$ cat src/rtl/dmem_arbiter.sv
// dmem_arbiter
// Two-port round-robin arbiter and access sequencer for a word-addressed,
// level-sensitive data memory. Port 0 is the load/store unit and port 1 is
// the debug/DMA loader. An accepted request is checked for alignment and
// range. A good request drives the memory strobe for ACCESS_CYCLES cycles
// with address and data held stable. Each request then gets a one-cycle
// response pulse on the port that issued it.
//
// Ports:
//   clk, reset                 rising-edge clock, synchronous active-high reset
//   reqN_valid/ready           request handshake for port N (N = 0, 1)
//   reqN_write/addr/wdata      request payload (byte address)
//   rspN_valid/rdata/err       one-cycle response, read data, error flag
//   mem_addr/wdata             word index and write data to memory
//   mem_write/mem_read         memory strobes
//   mem_rdata                  memory read data
module dmem_arbiter #(
  parameter int MEM_WORDS_LOG2 = 10,
  parameter int ACCESS_CYCLES  = 2
) (
  input  logic        clk,
  input  logic        reset,
  input  logic        req0_valid,
  output logic        req0_ready,
  input  logic        req0_write,
  input  logic [31:0] req0_addr,
  input  logic [31:0] req0_wdata,
  output logic        rsp0_valid,
  output logic [31:0] rsp0_rdata,
  output logic        rsp0_err,
  input  logic        req1_valid,
  output logic        req1_ready,
  input  logic        req1_write,
  input  logic [31:0] req1_addr,
  input  logic [31:0] req1_wdata,
  output logic        rsp1_valid,
  output logic [31:0] rsp1_rdata,
  output logic        rsp1_err,
  output logic [31:0] mem_addr,
  output logic [31:0] mem_wdata,
  output logic        mem_write,
  output logic        mem_read,
  input  logic [31:0] mem_rdata
);

  typedef enum logic [1:0] {IDLE, ACCESS, RESP} state_t;

  localparam logic [3:0] CNT_LOAD = 4'(ACCESS_CYCLES - 1);

  state_t      state, next_state;
  logic        last_grant;
  logic        grant;
  logic        any_valid;
  logic        accept;
  logic        addr_bad;
  logic        sel_write;
  logic [31:0] sel_addr;
  logic [31:0] sel_wdata;
  logic        lat_write;
  logic        lat_port;
  logic        lat_err;
  logic [3:0]  count;
  logic [31:0] rdata_q;

  // Round-robin pick: a lone requester wins, on a tie the port that did not
  // win last time goes next.
  always_comb begin
    any_valid = req0_valid | req1_valid;
    if (req0_valid && !req1_valid) begin
      grant = 1'b0;
    end else if (req1_valid && !req0_valid) begin
      grant = 1'b1;
    end else begin
      grant = ~last_grant;
    end
    sel_write = grant ? req1_write : req0_write;
    sel_addr  = grant ? req1_addr  : req0_addr;
    sel_wdata = grant ? req1_wdata : req0_wdata;
    // Misaligned, or any address bit above the memory's byte range is set.
    addr_bad  = (sel_addr[1:0] != 2'b00) ||
                ((sel_addr >> (MEM_WORDS_LOG2 + 2)) != 32'd0);
  end

  // State register.
  always_ff @(posedge clk) begin
    if (reset) begin
      state <= IDLE;
    end else begin
      state <= next_state;
    end
  end

  // Next state and all control outputs. The strobes and responses decode
  // only from state and latched registers, so they change only on clock
  // edges. Ready is held low during reset so no handshake is lost.
  always_comb begin
    next_state = state;
    accept     = 1'b0;
    req0_ready = 1'b0;
    req1_ready = 1'b0;
    mem_write  = 1'b0;
    mem_read   = 1'b0;
    rsp0_valid = 1'b0;
    rsp0_rdata = 32'd0;
    rsp0_err   = 1'b0;
    rsp1_valid = 1'b0;
    rsp1_rdata = 32'd0;
    rsp1_err   = 1'b0;
    case (state)
      IDLE: begin
        if (!reset && any_valid) begin
          accept     = 1'b1;
          req0_ready = ~grant;
          req1_ready = grant;
          next_state = addr_bad ? RESP : ACCESS;
        end
      end
      ACCESS: begin
        mem_write = lat_write;
        mem_read  = ~lat_write;
        if (count == 4'd0) begin
          next_state = RESP;
        end
      end
      RESP: begin
        if (lat_port) begin
          rsp1_valid = 1'b1;
          rsp1_rdata = rdata_q;
          rsp1_err   = lat_err;
        end else begin
          rsp0_valid = 1'b1;
          rsp0_rdata = rdata_q;
          rsp0_err   = lat_err;
        end
        next_state = IDLE;
      end
      default: next_state = IDLE;
    endcase
  end

  // Request latch, access counter and read capture. rdata_q is cleared at
  // accept, so writes and error responses return zero without extra muxing.
  always_ff @(posedge clk) begin
    if (reset) begin
      last_grant <= 1'b1;
      lat_write  <= 1'b0;
      lat_port   <= 1'b0;
      lat_err    <= 1'b0;
      mem_addr   <= 32'd0;
      mem_wdata  <= 32'd0;
      count      <= 4'd0;
      rdata_q    <= 32'd0;
    end else if (accept) begin
      last_grant <= grant;
      lat_port   <= grant;
      lat_write  <= sel_write;
      lat_err    <= addr_bad;
      mem_addr   <= {2'b00, sel_addr[31:2]};
      mem_wdata  <= sel_wdata;
      count      <= CNT_LOAD;
      rdata_q    <= 32'd0;
    end else if (state == ACCESS) begin
      if (count == 4'd0) begin
        if (!lat_write) begin
          rdata_q <= mem_rdata;
        end
      end else begin
        count <= count - 4'd1;
      end
    end
  end

endmodule

$ cat config.mk
export PLATFORM = sky130hd
export DESIGN_NAME = dmem_arbiter
export DESIGN_NICKNAME = d
export VERILOG_FILES = /design/src/rtl/dmem_arbiter.sv
export SDC_FILE = /design/constraint.sdc
export NUM_CORES = 1
export LEC_CHECK = 0
export CAP_MARGIN = 15
export CORE_AREA = 2 2 116 118
export CTS_CLUSTER_DIAMETER = 100
export CTS_CLUSTER_SIZE = 12
export DETAILED_ROUTE_END_ITERATION = 8
export DIE_AREA = 0 0 118 120
export PLACE_DENSITY_LB_ADDON = 0.05
export SLEW_MARGIN = 30
export SYNTH_ARGS = -nofsm -noshare
export SYNTH_HDL_FRONTEND = slang
export SYNTH_SLANG_ARGS = --single-unit
export TNS_END_PERCENT = 20
$ cat constraint.sdc
create_clock -name clk -period 4.61 [get_ports clk]
set_clock_uncertainty 0.1 [all_clocks]
set_input_delay 1.383 -clock clk [delete_from_list [all_inputs] [get_ports clk]]
set_output_delay 1.383 -clock clk [all_outputs]
set_load 0.02 [all_outputs]
=== Word level (Yosys, flattened, before mapping) ===
Index checks and enable logic that the tools add are counted.

* Register bits after elaboration: 104
* Input bits: 166

* $add $sub $neg: 1
* Equal/unequal tests: 5
* Multiplexer cells: 32
* Bitwise gates (word level): 5
* Reduce and logical (&&, ||, !) cells: 17

{| class="wikitable"
|+ Operator list
! operator !! count
|-
| $mux W32 || 6
|-
| $reduce_bool A32 Y1 || 1
|-
| $mux W1 || 22
|-
| $mux W2 || 3
|-
| $ne A2 B2 Y1 const B || 3
|-
| $reduce_and A2 Y1 || 3
|-
| $logic_not A4 Y1 || 1
|-
| $not A1 Y1 || 4
|-
| $pmux W2 S2 || 1
|-
| $reduce_bool A2 Y1 || 2
|-
| $sub A4 B1 Y4 const B || 1
|-
| $logic_and A1 B1 Y1 || 3
|-
| $logic_not A1 Y1 || 3
|-
| $reduce_and A3 Y1 || 1
|-
| $eq A2 B1 Y1 const B || 1
|-
| $eq A2 B2 Y1 const B || 1
|-
| $logic_not A2 Y1 || 1
|-
| $reduce_or A2 Y1 || 1
|-
| $logic_or A1 B1 Y1 || 1
|-
| $or A1 B1 Y1 || 1
|}

=== Longest topological paths before layout ===
Gate-level depths: netlist of run 1.

* Word-level depth: 10
* Gate-level depth with buffers: 8
* Mapped depth without buffers: 7

=== Worst setup path before layout of run 1 ===
Ideal clock, no wire load.

* Path kind: input -> output
* Start point: input reset
* End point: output req1_ready
* Arrival time: 2,650 ps
* Path slack: 477 ps
* Stages on the path: 4
* Buffers on the path: 2
* Path through: clkbuf_1 > or4_1 > clkbuf_1 > nor2_1

* Longest elaborated chain between the ends: 4

{| class="wikitable"
|+ RTL lines
! item !! line !! RTL
|-
| start, declared || 22 || <nowiki>input logic reset,</nowiki>
|-
| $logic_not A1 Y1 || 111 || <nowiki>if (!reset && any_valid) begin</nowiki>
|-
| $logic_and A1 B1 Y1 || 111 ||
|-
| $mux W1 || 111 ||
|-
| $mux W1 || 109 || <nowiki>case (state)</nowiki>
|-
| end, declared || 32 || <nowiki>output logic req1_ready,</nowiki>
|}

No other way between the ends.

=== Worst setup path after layout of run 1 ===
* Start point: input req0_valid
* End point: output req1_ready

* Longest elaborated chain between the ends: 6

{| class="wikitable"
|+ RTL lines
! item !! line !! RTL
|-
| start, declared || 23 || <nowiki>input logic req0_valid,</nowiki>
|-
| $logic_not A1 Y1 || 71 || <nowiki>end else if (req1_valid && !req0_valid) begin</nowiki>
|-
| $logic_and A1 B1 Y1 || 71 ||
|-
| $mux W1 || 71 ||
|-
| $mux W1 || 69 || <nowiki>if (req0_valid && !req1_valid) begin</nowiki>
|-
| $mux W1 (*) || 111 ||
|-
| $mux W1 (*) || 109 ||
|}

Mark *: on every way between the ends. The rest lies on a longest branch, timed or not.

==> flow_summary.ini, run 1 <==
[setup_path]
ff2ff_setup_slack_ns = 2.44
path_class = input port to primary output
cp_cell_sequence = clkdlybuf4s50_1 > nor2_1 > or4_1 > nor2_1 > dlygate4sd2_1
path_buf_inv = 2
crit_slowest_cell = clkdlybuf4s50_1
r2r-start = state[1]
cp_slowest_stage_delay_ns = 0.50
critPathCaptureType = primary output
startpoint_type = input port
r2r_cells = 5
crit_path_max_fanout = 2
crit_cells = 5
required_ns = 3.13
path_delay_family = buffers and inverters
critPathMostFrequentCell = nor2_1
r2r_end = lat_port
crit_arrival_ns = 2.97

[layout]
nNetsFinal = 1002
register_area_um2 = 2080
fill_cells = 1159
syn_to_final_growth_pct = 70.8
final_cell_count_no_fill = 1013
drive_gt1_share_pct = 3.70
multiInputGateArea_um2 = 2510
antenna_cells = 0

[timing]
hold_violations = 0
worstMarginPinSlew_ns = 0.892
finalCritPeriodShare_pct = 96.6
maxSlewHeadroom_pct = 40.6
hold_ws_ns = 0.365
finalSetupViolations = 0
final_max_slew_viol_count = 0
rsz0062_at_grt = false
period_minus_slack_ns = 4.45
max_freq_ghz = 0.224

[floorplan]
die_area_um2 = 14200
die_h_um = 120
row_count = 42
initial_core_util_pct = 37.0
die_w_um = 118
ios = 302
coreArea_um2 = 13000

[power_and_ir_drop]
p_leak_nw = 3.12
vdd_drop_max_v = 0.000166
p_per_area_nw_per_um2 = 279
power_mw = 2.29

[route]
num_vias = 4904
drt_first_pass_iters = 4
drc = 0
viasPerCell = 4.84
wl_per_cell_um = 15.3
routed_wl_mm = 15.5
ant_nets = 0
drt_iter0_drc = 223

[placed_design]
dp_hpwl_mm = 11.8
globalplace.congestion = 0.823
numPortBuffers = 299
place_inst = 999

[hold_path]
hp-start = rdata_q[8]
hold_path_class = flip-flop to flip-flop
hold_path_depth = 2
worstHoldEndpoint = rdata_q[8]

[clocking]
tritoncts = built
clockBufferDepth = 2
cts_hold_buf = 0
postCtsSetupBuffers = 0
clkLatencyLatePin_ns = 0.33
path_clk_slew_ns = 0.06
cts-htree-levels = 3
cts_sinks = 104
root_buffer = clkbuf_16
cts_made_buffers = 9

[logic_synthesis]
synth_top_area_share_pct = 43.3
yosysWarnings = 0
netlist_instances = 562
async_flop_share_pct = 0
yosysUniqueCellTypes = 38
synth_top_cell_by_area = dfxtp_1
synth_seq_area_share_pct = 43.3
synth_edf_count = 0
syn_avg_cell_area_um2 = 8.55
syn_area_um2 = 4810
synthTopCellsByArea = dfxtp_1 43%, mux2i_1 12%, and2_1 8.7%
synthFlopType = dfxtp_1
ys_ff_latch = 104

[global_route]
grt_pass1_vias = 4749
grt_max_degree = 73
grt_pass1_wl_mm = 23.8
antenna_found_initial = 0
gr-usage-all-layers_pct = 21.0
grt_overflow = 0

[status]
status = completed

[flow_run]
drv_cap = 0
-- per-stage QoR --
stage	area, µm²	util (%)	setup WS (ns)	TNS (ns)
global placement	7910	60.9	-0.109	-0.109
floorplan	4810	-	0.477	0
CTS	8190	63.1	0.00647	0
detailed placement	7910	60.9	-0.0882	-0.0882
global route	8210	63.2	0.0991	0
finish	8210	63.2	0.155	0
-- cells in the mapped netlist, drive strengths merged, types with 3 or more instances --
master and instances:
a211oi 36, a21oi 33, a22oi 3, and2 68, buf 15, clkbuf 35, dfxtp 104, inv 6
mux2i 60, nand2 70, nand3b 25, nand4 3, nor2 45, nor3 3, nor4 5, o21ai 28
or4 3
-- layout by cell type, fill, tap and decap left out, types with 2 or more instances in the layout --
master             n
a22oi_1            3
inv_1              6
dfxtp_1          104
and3_1             2
nor2_1            45
or4_1              3
o21ai_1            2
nand3b_1          25
clkdlybuf4s50_1  296
nor3b_1            2
xor2_1             2
clkinvlp_4         2
a21oi_1           33
nand2b_1           2
o21ai_0           26
nand2_1           69
buf_4             11
o32ai_1            2
mux2i_1           60
a211oi_1          36
and2_1            66
conb_1             2
clkbuf_16          9
nor3_1             2
nor4_1             4
nand4_1            3
-- logic make-up (layout without fill, tap and decap cells) --
logic type | Yosys count | after routing | synth area share, %
and+or+nand+nor | 230 | 230 | 24.9
AOI/OAI and AO/OA | 106 | 106 | 13.4
DFF | 104 | 104 | 43.3
muxes | 60 | 60 | 12.5
buffers and inverters | 56 | 330 | 4.79
xor gates and xnor gates | 3 | 3 | 0.547
adders and majority gates | 2 | 2 | 0.494
other | 1 | 2 | 0.0780
-- worst min-delay path, cell delays in order (launching register included) --
cell and delay [ns]:
dfxtp_1 0.32, nand2_1 0.05, a21oi_1 0.05
-- cell type report --
| type | instances | share of cell area (%) |
|---|---|---|
| repair buffers | 311 | 37.6 |
| clock buffers | 10 | 2.91 |
| clock inverters | 3 | 0.549 |
| inverters | 6 | 0.274 |
| well taps | 176 | 2.68 |
| multi-input cells | 403 | 30.6 |
| flip-flops and latches | 104 | 25.4 |
-- how the worst max path moves through the flow --
stage | startpoint | endpoint
final | req0_valid | req1_ready
after global routing | req0_valid | req1_ready
after CTS | req1_valid | req0_ready
after floorplan | reset | req1_ready
after global placement | req1_valid | req1_ready
after detailed placement | req1_valid | req1_ready
-- registers in the layout, indices dropped and copies added (netlist names) --
register    flops
state           2
count           4
lat_write       1
last_grant      1
mem_wdata      32
rdata_q        32
lat_err         1
lat_port        1
mem_addr       30
-- per-layer routing --
metal / vias to the layer above / GRT usage [%] / wire length [µm]
met4: 0 / 6.40 / 219
met3: 14 / 5.56 / 1160
met1: 2224 / 23.2 / 6080
met5: - / 0 / 0
met2: 200 / 39.1 / 8020
li1: 2466 / - / -
-- power breakdown --
| part | internal [mW] | switching (mW) | leakage (nW) | total, mW |
|---|---|---|---|---|
| registers | 0.958 | 0.0325 | 0.853 | 0.991 |
| clock network | 0.427 | 0.313 | 0.133 | 0.739 |
| logic | 0.305 | 0.259 | 2.13 | 0.564 |
| total | 1.69 | 0.604 | 3.12 | 2.29 |
-- what timing repair did --
action / CTS / global route
pin swaps: 0 / 0
endpoints found under the setup margin: 1 / 1
resized for setup: 1 / 1
hold endpoints to repair: 0 / 0
Power figures use the tool's default switching activity.
==> run 2: changes to the inputs <==
--- a/config.mk
+++ b/config.mk
@@ -5,14 +5,16 @@
 export SDC_FILE = /design/constraint.sdc
 export NUM_CORES = 1
 export LEC_CHECK = 0
+export ABC_AREA = 1
 export CAP_MARGIN = 15
 export CORE_AREA = 2 2 116 118
 export CTS_CLUSTER_DIAMETER = 100
 export CTS_CLUSTER_SIZE = 12
 export DETAILED_ROUTE_END_ITERATION = 8
 export DIE_AREA = 0 0 118 120
+export MAX_ROUTING_LAYER = met4
 export PLACE_DENSITY_LB_ADDON = 0.05
-export SLEW_MARGIN = 30
+export SLEW_MARGIN = 20
 export SYNTH_ARGS = -nofsm -noshare
 export SYNTH_HDL_FRONTEND = slang
 export SYNTH_SLANG_ARGS = --single-unit
==> run 2 against run 1 <==
Via count increased by 7.7%; register-to-register slack got worse by 0.16 ns; flip-flop and latch count unchanged; sequential power decreased by 0.4%; area after synthesis decreased by 3.3%; global-route usage increased by 1.8 points; die area unchanged; non-clock buffer count decreased by 3; wire length increased by 3.6%; critical path type unchanged; critical endpoint unchanged.
==> flow_summary.ini, run 2 <==
[layout]
layout_commonest_cell = clkdlybuf4s50_1
final_cell_count_no_fill = 1111
final_core_util_pct = 61.8
layout_common_cells = 298 x clkdlybuf4s50_1, 182 x nand2_1, 104 x dfxtp_1
nNetsFinal = 1098
drive_gt1_share_pct = 4.17
stdcell_area_um2 = 8020
syn_to_final_growth_pct = 72.5
reg.largest.list = mem_wdata: 32 flops, rdata_q: 32 flops, mem_addr: 30 flops
antenna_cells = 0

[timing]
worstMarginPinSlew_ns = 1.02
tns_ns = 0
rsz0062_at_grt = false
layout_setup_ws_ns = 0.146
finalSetupViolations = 0
hold_violations = 0
finalCritPeriodShare_pct = 96.8
hold_ws_ns = 0.352
final_max_slew_viol_count = 0
period_minus_slack_ns = 4.46
maxSlewHeadroom_pct = 32.0
max_freq_ghz = 0.224

[placed_design]
dpl_worst_slack_ns = 0.147
globalplace.congestion = 0.774
dp_hpwl_mm = 12.1
numPortBuffers = 299
place_inst = 1096
placed_cell_area_um2 = 7710

[flow_run]
drv_cap = 0

[logic_synthesis]
async_flop_share_pct = 0
yosysMostFrequentCell = nand2_1
yosysWarnings = 0
synth_edf_count = 0
netlist_instances = 656
synth_top_area_share_pct = 44.8
synthTopCellsByCount = 183 x nand2_1, 104 x dfxtp_1, 84 x nor2_1
syn_area_um2 = 4650
synth_top_cell_by_area = dfxtp_1
synth_seq_area_share_pct = 44.8
yosysUniqueCellTypes = 34
synthTopCellsByArea = dfxtp_1 45%, nand2_1 15%, nor2_1 6.8%
synthFlopType = dfxtp_1
ys_ff_latch = 104
syn_avg_cell_area_um2 = 7.08

[power_and_ir_drop]
power_mw = 2.32
p_per_area_nw_per_um2 = 290
vdd_drop_max_v = 0.000183
p_leak_nw = 2.95

[clocking]
postCtsSetupBuffers = 0
path_clk_slew_ns = 0.06
cts_sinks = 104
cts_made_buffers = 9
tritoncts = built
ctsResizeCount = 0
root_buffer = clkbuf_16
cts_hold_buf = 0
clkLatencyLatePin_ns = 0.34
cts-htree-levels = 3
clockBufferDepth = 2

[floorplan]
initial_core_util_pct = 35.8
coreArea_um2 = 13000
ios = 302
die_area_um2 = 14200
die_h_um = 120
row_count = 42
die_w_um = 118

[global_route]
grt_pass1_wl_mm = 25.0
grt_max_degree = 65
gr-usage-all-layers_pct = 22.7
grt_overflow = 0
antenna_found_initial = 0
grt_pass1_vias = 5190

[route]
viasPerCell = 4.75
ant_nets = 0
drt_first_pass_iters = 4
drc = 0
drt_iter0_drc = 226
wl_per_cell_um = 14.4
num_vias = 5282
routed_wl_mm = 16.0

[setup_path]
crit_arrival_ns = 2.98
crit_path_max_fanout = 4
critPathCaptureType = primary output
path_class = input port to primary output
required_ns = 3.13
startpoint_type = input port

[hold_path]
hold_path_class = flip-flop to flip-flop

[status]
status = completed
[run 2: layout make-up]
type,instances,area [µm²]
Clock inverter,3,40.0
Timing Repair Buffer,308,3070
Fill cell,1207,4960
Inverter,59,221
Sequential cell,104,2080
Tap cell,176,220
Multi-Input combinational cell,449,2120
Clock buffer,12,267
[run 2: path summary, 6_finish.rpt]
| kind | endpoint | startpoint | slack, ns | cells past startpoint |
|---|---|---|---|---|
| max | req1_ready | req1_valid | 0.15 | 6 |
| min | mem_wdata[9] | mem_wdata[9] | 0.35 | 2 |
| max reg2reg | rdata_q[3] | state[1] | 2.28 | 8 |
| min reg2reg | mem_wdata[9] | mem_wdata[9] | 0.35 | 2 |
[run 2: routing by layer]
| metal | part of all wire, % | up-vias | track usage, % |
|---|---|---|---|
| met2 | 51 | 203 | 40.4 |
| met5 | 0 | - | - |
| li1 | - | 2653 | - |
| met1 | 40 | 2399 | 24.0 |
| met4 | 2.5 | 0 | 7.76 |
| met3 | 7.1 | 27 | 7.03 |
[run 2: report_power, final]
part / switching [mW] / total (mW) / internal [mW]
sequential: 0.0300 / 0.987 / 0.957
combinational: 0.271 / 0.557 / 0.286
clock: 0.320 / 0.781 / 0.461
total: 0.621 / 2.32 / 1.70
[run 2: cell families after synthesis]
family                     after synthesis  share of synthesized area, %
AOI/OAI and AO/OA                      142                          18.0
adders and majority gates                1                         0.269
buffers and inverters                  104                          9.77
DFF                                    104                          44.8
other                                    1                        0.0807
and+or+nand+nor                        304                          27.0
[run 2: critical path, cell delays in order]
cell and delay (ns):
clkdlybuf4s50_1 0.53, nor2_1 0.09, nor2_2 0.12, nand2_4 0.10, a21oi_4 0.14, clkdlybuf4s50_1 0.62
